--- src/rtl/uart_tx_queue.sv ---
// Byte queue feeding a uart_transmitter: circular buffer plus an IDLE/SEND/BUSY handshake FSM.
// Optional sticky overflow flag is built only when UART_TX_QUEUE_OVERFLOW_EN is defined.
module uart_tx_queue #(
  parameter int DEPTH      = 16,
  parameter int ADDR_WIDTH = 4
) (
  input  logic                clk,
  input  logic                reset,
  input  logic [7:0]          wr_data,
  input  logic                wr_en,
  input  logic                flush,
  output logic                full,
  output logic                empty,
  output logic [ADDR_WIDTH:0] count,
  output logic                overflow,
  output logic [7:0]          tx_data,
  output logic                tx_send,
  input  logic                tx_busy,
  output logic [1:0]          dbg_state
);

  // Handshake with the transmitter: tx_send is held high until tx_busy is seen,
  // then the FSM waits for tx_busy to fall before presenting the next byte.
  typedef enum logic [1:0] {
    S_IDLE = 2'd0,
    S_SEND = 2'd1,
    S_BUSY = 2'd2
  } state_t;

  localparam logic [ADDR_WIDTH:0] DEPTH_C = (ADDR_WIDTH+1)'(DEPTH);

  state_t                state, state_next;
  logic [7:0]            mem [DEPTH];
  logic [ADDR_WIDTH-1:0] wr_ptr, rd_ptr;
  logic [ADDR_WIDTH:0]   count_r;
  logic                  push, pop, send_next;

  assign count     = count_r;
  assign full      = (count_r == DEPTH_C);
  assign empty     = (count_r == '0);
  assign dbg_state = state;

  // A full queue drops the write even if a pop frees a slot on the same edge.
  assign push = wr_en && !full && !flush;
  assign pop  = (state == S_IDLE) && !empty && !flush;

  always_ff @(posedge clk) begin
    if (push) mem[wr_ptr] <= wr_data;
  end

  always_ff @(posedge clk or posedge reset) begin
    if (reset) begin
      wr_ptr  <= '0;
      rd_ptr  <= '0;
      count_r <= '0;
    end else if (flush) begin
      wr_ptr  <= '0;
      rd_ptr  <= '0;
      count_r <= '0;
    end else begin
      if (push) wr_ptr <= wr_ptr + ADDR_WIDTH'(1);
      if (pop)  rd_ptr <= rd_ptr + ADDR_WIDTH'(1);
      case ({push, pop})
        2'b10:   count_r <= count_r + (ADDR_WIDTH+1)'(1);
        2'b01:   count_r <= count_r - (ADDR_WIDTH+1)'(1);
        default: count_r <= count_r;
      endcase
    end
  end

  always_ff @(posedge clk or posedge reset) begin
    if (reset) begin
      tx_data <= 8'h00;
    end else if (pop) begin
      tx_data <= mem[rd_ptr];
    end
  end

  // State register; tx_send is registered from the next state so it is high exactly in S_SEND.
  always_ff @(posedge clk or posedge reset) begin
    if (reset) begin
      state   <= S_IDLE;
      tx_send <= 1'b0;
    end else begin
      state   <= state_next;
      tx_send <= send_next;
    end
  end

  always_comb begin
    state_next = state;
    case (state)
      S_IDLE:  if (pop)      state_next = S_SEND;
      S_SEND:  if (tx_busy)  state_next = S_BUSY;
      S_BUSY:  if (!tx_busy) state_next = S_IDLE;
      default:               state_next = S_IDLE;
    endcase
  end

  always_comb begin
    send_next = (state_next == S_SEND);
  end

`ifdef UART_TX_QUEUE_OVERFLOW_EN
  logic overflow_r;

  always_ff @(posedge clk or posedge reset) begin
    if (reset) begin
      overflow_r <= 1'b0;
    end else if (flush) begin
      overflow_r <= 1'b0;
    end else if (wr_en && full) begin
      overflow_r <= 1'b1;
    end
  end

  assign overflow = overflow_r;
`else
  assign overflow = 1'b0;
`endif

endmodule

--- config.mk ---
export PLATFORM = sky130hd
export DESIGN_NAME = uart_tx_queue
export DESIGN_NICKNAME = d
export VERILOG_FILES = /design/src/rtl/uart_tx_queue.sv
export SDC_FILE = /design/constraint.sdc
export NUM_CORES = 1
export LEC_CHECK = 0
export CAP_MARGIN = 40
export CORE_ASPECT_RATIO = 0.5
export CORE_MARGIN = 5
export CORE_UTILIZATION = 54
export CTS_CLUSTER_SIZE = 12
export DETAILED_ROUTE_END_ITERATION = 16
export PLACE_DENSITY = 0.8
export SLEW_MARGIN = 25
export SYNTH_ARGS = -nofsm -noshare
export SYNTH_HDL_FRONTEND = slang
export SYNTH_SLANG_ARGS = --single-unit
--- constraint.sdc ---
create_clock -name clk -period 2.9 [get_ports clk]
set_clock_uncertainty 0.2 [all_clocks]
set_input_delay 0.435 -clock clk [delete_from_list [all_inputs] [get_ports clk]]
set_output_delay 0.435 -clock clk [all_outputs]
set_load 0.01 [all_outputs]
Word level (Yosys, flattened, before mapping):

Memory sizes are Yosys's and may differ from the RTL's. A register that Yosys moved wholly into a read port is not among the register bits.
Index checks and enable logic that the tools add are counted.

* bits in registers: 16
* RAM bits: 128
* output and inout port bits: 19
* logic and storage cells: 40
* memories kept: 1

* add/subtract/negate cells: 4
* equal/unequal tests: 6
* multiplexer cells: 12
* reduce and logical (&&, ||, !) cells: 12

Memory list
* mem: depth 16, width 8, rd ports 1, clocked after memory_dff 1, wr ports 1, RTL line 33 `logic [7:0] mem [DEPTH];`

Operators by type and width (count)
* $mux W4: 4
* $pmux W5 S2: 1
* $add A4 B1 Y4 const B: 2
* $eq A2 B1 Y1 const B: 3
* $mux W2: 3
* $pmux W2 S3: 1
* $add A5 B1 Y5 const B: 1
* $eq A5 B5 Y1 const B: 1
* $logic_not A5 Y1: 1
* $mux W5: 1
* $sub A5 B1 Y5 const B: 1
* $eq A2 B2 Y1 const B: 2
* $logic_and A1 B1 Y1: 4
* $reduce_bool A2 Y1: 2
* $logic_not A1 Y1: 3
* $reduce_bool A3 Y1: 1
* $logic_not A2 Y1: 1
* $mux W1: 2

Logic depth before layout (Yosys ltp):

* word-level depth: 7
* mapped depth: 11
* depth with buffers taken out: 10

Worst setup path before layout:

No wires, ideal clock.

* kind: reg-to-reg
* from: reg count_r[1], in the netlist count[1]
* to: reg count_r[4], in the netlist count[4]
* setup time: 0.137 ns
* data arrival time: 2.708 ns
* data required time: 2.563 ns
* path slack: -0.145 ns
* cell stages (with the launch flop): 12
* path buffers: 1
* cells stage by stage: dfrtp_1 or4_4 o21ai_2 buf_2 or2_2 inv_1 ha_1 nor2b_1 o21ai_0 nor4b_1 o41a_1 o21ai_0

* cells in the longest elaborated chain, start to end: 7
* elaborated cells between the ends (all ways): 15
* those cells by class: add/sub (2); eq/ne (3); mux (2); reduce/logical (8)

RTL lines
* from (decl): RTL line 35 `logic [ADDR_WIDTH:0] count_r;`
* from (signal assigned): RTL line 64 `2'b10: count_r <= count_r + (ADDR_WIDTH+1)'(1);`
* from (signal assigned): RTL line 65 `2'b01: count_r <= count_r - (ADDR_WIDTH+1)'(1);`
* from (signal assigned): RTL line 66 `default: count_r <= count_r;`
* $eq A5 B5 Y1 / $logic_not A5 Y1 (equally long branches): RTL line 39, 40
* $logic_not A1 Y1, on equally long branches: RTL line 44, 45
* $logic_and A1 B1 Y1, on equally long branches (2 in a row): RTL line 44, 45
* $eq A2 B1 Y1 / $eq A2 B2 Y1 (equally long branches): RTL line 63 `case ({push, pop})`
* $pmux W5 S2: RTL line 63
* $mux W5: RTL line 56 `end else if (flush) begin`

Parallel ways exist; a longest one is shown, timed or not.
A chain may end at the register's enable or synchronous reset.

Worst setup path in the final report:

* from: reg count_r[0], in the netlist count[0]
* to: out full

* cells in the longest elaborated chain, start to end: 1

RTL lines
* $eq A5 B5 Y1: RTL line 39 `assign full = (count_r == DEPTH_C);`
* to (decl): RTL line 12 `output logic full,`

No other way between the ends.

==> report_table.html <==
<table>
<tr><th>Metric</th><th>Value</th></tr>
<tr><th colspan="2">Pwr</th></tr>
<tr><td>P per Cell Area</td><td>878 nW/µm²</td></tr>
<tr><td>Total Power Consumption</td><td>6580 µW</td></tr>
<tr><td>Peak VDD IR</td><td>422 µV</td></tr>
<tr><td>Leakage</td><td>0.00256 µW</td></tr>
<tr><th colspan="2">Global routing</th></tr>
<tr><td>Final global-route overflow total</td><td>0</td></tr>
<tr><td>Total track usage</td><td>0.206</td></tr>
<tr><td>Wire length of the first global-routing pass</td><td>20700 µm</td></tr>
<tr><td>Number of global-route vias before repair</td><td>3522</td></tr>
<tr><td>Antenna violations before repair</td><td>0</td></tr>
<tr><td>Pin count of the biggest net entering global routing</td><td>36</td></tr>
<tr><th colspan="2">Floorplanning</th></tr>
<tr><td>Area of the die</td><td>13900 µm²</td></tr>
<tr><td>Vertical die dimension</td><td>85.8 µm</td></tr>
<tr><td>Placeable Area</td><td>11100 µm²</td></tr>
<tr><td>Width of the die</td><td>162 µm</td></tr>
<tr><td>Starting utilization of the core area</td><td>0.558</td></tr>
<tr><td>Number of primary I/O pins</td><td>32</td></tr>
<tr><td>Row count</td><td>27</td></tr>
<tr><th colspan="2">Routing</th></tr>
<tr><td>WL/cell</td><td>23.7 µm</td></tr>
<tr><td>Number of remaining DRC errors</td><td>0</td></tr>
<tr><td>Drt via density</td><td>6.13</td></tr>
<tr><td>First-pass iteration count of the detailed router</td><td>5</td></tr>
<tr><td>Antenna viol nets, final</td><td>0</td></tr>
<tr><td>Detailed router's first-iteration violation count</td><td>417</td></tr>
<tr><td>Total Routed Length</td><td>13300 µm</td></tr>
<tr><td>Total via count in the routed design</td><td>3456</td></tr>
<tr><th colspan="2">Clock tree</th></tr>
<tr><td>Number of H-tree levels</td><td>4</td></tr>
<tr><td>Clock input transition at the sequential cells of the worst setup and hold paths</td><td>0.06 ns</td></tr>
<tr><td>Total clock buffers created by CTS</td><td>17</td></tr>
<tr><td>Clk root buf</td><td>sky130_fd_sc_hd__clkbuf_16</td></tr>
<tr><td>Clk_lat worst skew</td><td>0.43 ns</td></tr>
<tr><td>Clk sink count</td><td>152</td></tr>
<tr><td>Clock buffer depth</td><td>2</td></tr>
<tr><td>CTS tree</td><td>yes</td></tr>
<tr><th colspan="2">Setup path</th></tr>
<tr><td>Data arrival time of the worst path</td><td>2.20 ns</td></tr>
<tr><td>Capturing element type of the critical path</td><td>output port</td></tr>
<tr><td>Element type at the critical path start</td><td>flop</td></tr>
<tr><td>Worst endpoint required time</td><td>2.27 ns</td></tr>
<tr><td>Maximum fanout count along the critical path</td><td>5</td></tr>
<tr><td>Worst setup startpoint</td><td>count[0]</td></tr>
<tr><td>Critical path class</td><td>reg2out</td></tr>
<tr><td>Launch point of the worst reg-to-reg path</td><td>count[0]</td></tr>
<tr><th colspan="2">STA</th></tr>
<tr><td>Period utilization</td><td>0.979</td></tr>
<tr><td>Final setup slack of the worst path</td><td>0.0618 ns</td></tr>
<tr><td>Worst hold margin</td><td>0.153 ns</td></tr>
<tr><td>Final setup viols</td><td>0</td></tr>
<tr><td>Max-slew headroom</td><td>0.594</td></tr>
<tr><td>Final total negative setup slack</td><td>0 ns</td></tr>
<tr><td>Max Clk Rate</td><td>352 MHz</td></tr>
<tr><td>Period minus WS final</td><td>2.84 ns</td></tr>
<tr><td>Final Hold Vio Count</td><td>0</td></tr>
<tr><td>Worst-Margin Slew</td><td>0.607 ns</td></tr>
<tr><td>Number of max-slew violations in the final report</td><td>0</td></tr>
<tr><th colspan="2">Place</th></tr>
<tr><td>Total of buffers placed on input and output ports</td><td>30</td></tr>
<tr><td>Area after detailed placement</td><td>6810 µm²</td></tr>
<tr><td>Setup slack at placement</td><td>-0.178 ns</td></tr>
<tr><td>GP Congestion</td><td>0.943</td></tr>
<tr><td>Dpl hpwl</td><td>8110 µm</td></tr>
<tr><th colspan="2">Cells and area</th></tr>
<tr><td>Top library cells by usage in the layout, fill and taps aside</td><td>sky130_fd_sc_hd__edfxtp_1, sky130_fd_sc_hd__mux4_2, sky130_fd_sc_hd__nor2_1, sky130_fd_sc_hd__clkdlybuf4s50_1, sky130_fd_sc_hd__buf_4</td></tr>
<tr><td># diodes</td><td>0</td></tr>
<tr><td>Most frequent standard cell in the layout excluding fill and tap cells</td><td>sky130_fd_sc_hd__edfxtp_1</td></tr>
<tr><td>Number of nets in the final layout</td><td>428</td></tr>
<tr><td>Proportion of layout cells with a drive suffix above 1</td><td>0.260</td></tr>
<tr><td>Final design instance area without fill</td><td>7500 µm²</td></tr>
<tr><td>Layout-stage area growth over the synthesis result</td><td>21.0%</td></tr>
<tr><th colspan="2">Yosys</th></tr>
<tr><td>Count of synthesis-stage warnings from yosys</td><td>0</td></tr>
<tr><td>Synthesized instance count</td><td>343</td></tr>
<tr><td>Number of register bits inferred by synthesis</td><td>152</td></tr>
<tr><td>Dominant cell type by area after synthesis</td><td>sky130_fd_sc_hd__edfxtp_1</td></tr>
<tr><td>Proportion of netlist area held by the largest area contributor</td><td>0.620</td></tr>
<tr><td>Register area share after synthesis</td><td>0.717</td></tr>
<tr><td>Post-synthesis instance area</td><td>6200 µm²</td></tr>
<tr><td>Post-synth cell types</td><td>43</td></tr>
<tr><td>Asr flop ratio synth</td><td>0.158</td></tr>
<tr><td>Biggest area contributors in the synthesized netlist</td><td>sky130_fd_sc_hd__edfxtp_1, sky130_fd_sc_hd__mux4_2, sky130_fd_sc_hd__dfrtp_1</td></tr>
<tr><td>Number of synthesized flops with an enable pin</td><td>128</td></tr>
<tr><td>Primary FF master, synth</td><td>sky130_fd_sc_hd__edfxtp_1</td></tr>
<tr><td>Synthesized netlist net count</td><td>365</td></tr>
<tr><td>Average size of a mapped cell</td><td>18.1 µm²</td></tr>
<tr><th colspan="2">Outcome</th></tr>
<tr><td>Run status</td><td>finished, final reports clean</td></tr>
<tr><th colspan="2">Flow run</th></tr>
<tr><td>Max-Cap Viols</td><td>0</td></tr>
<tr><th colspan="2">Hold path</th></tr>
<tr><td>Class of the worst hold path</td><td>in2async</td></tr>
</table>
repair_timing:
item | 4_1_cts | 5_1_grt
endpoints found under the setup margin | 0 | 2
resized for setup | 0 | 12
buffers inserted | 0 | 6
hold buffers | 0 | 0
area by class of cell:
cell class              instances  area [µm²]
clock buffers                  20         437
clock inverters                12         143
fillers                       696        3620
inverters                       9        33.8
multi-input cells             165        1700
flip-flops and latches        152        4450
well taps                     145         181
repair buffers                 61         553
per-stage QoR:
step,utilization,std cells
final,0.675,564
after global routing,0.675,564
after CTS,0.665,557
after detailed placement,0.613,525
after global placement,0.613,525
after floorplan,-,343
flip-flops by register name, summed over array words and instances (netlist names):
signal and cells:
count 5, dbg_state 2, mem 128, rd_ptr 4, tx_data 8, tx_send 1, wr_ptr 4
worst max-delay path, stage by stage, from the launching register on:
cell and delay, ns:
sky130_fd_sc_hd__dfrtp_2 0.43, sky130_fd_sc_hd__or4_4 0.58, sky130_fd_sc_hd__buf_4 0.16, sky130_fd_sc_hd__nor2_1 0.07, sky130_fd_sc_hd__clkdlybuf4s50_1 0.54
cell families after synthesis:
kind of cell               synth area share
AOI/OAI and AO/OA                    0.0337
xor gates and xnor gates             0.0139
adders and majority gates            0.0194
buffers and inverters                0.0182
DFF                                   0.717
muxes                                 0.145
other                              0.000605
and+or+nand+nor                      0.0519
power breakdown:
group          total [µW]  switching [µW]  internal, µW
clock                2180             900          1280
combinational        1740             860           878
sequential           2660             143          2520
final timing paths:
check / cells past startpoint / slack, ns / endpoint
setup / recovery: 4 / 0.06 / full
hold / removal: 2 / 0.15 / count[4]
setup reg to reg: 10 / 0.11 / count[4]
hold reg to reg: 2 / 0.32 / tx_data[3]
max in group asynchronous: 3 / 1.79 / wr_ptr[3]
min in group clk: 2 / 0.32 / tx_data[3]
cell usage after synthesis (all sizes together), types with 2 or more instances:
cell	instances
clkbuf	8
buf	9
ha	8
o221ai	8
dfrtp	24
xnor2	6
edfxtp	128
mux2i	18
xor2	3
nor3	2
and3	4
nand3	2
o21ai	5
mux4	32
a21boi	3
inv	9
nand2	17
a21oi	8
or3	2
nor2	30
or2	2
metal layers:
metal / part of all wire / GRT usage / vias to the layer above
met5: 0 / 0 / -
li1: - / - / 1474
met1: 0.40 / 0.267 / 1767
met2: 0.50 / 0.341 / 193
met3: 0.083 / 0.0701 / 22
met4: 0.017 / 0.0534 / 0
Note: power is estimated with default switching activity, not from simulation.
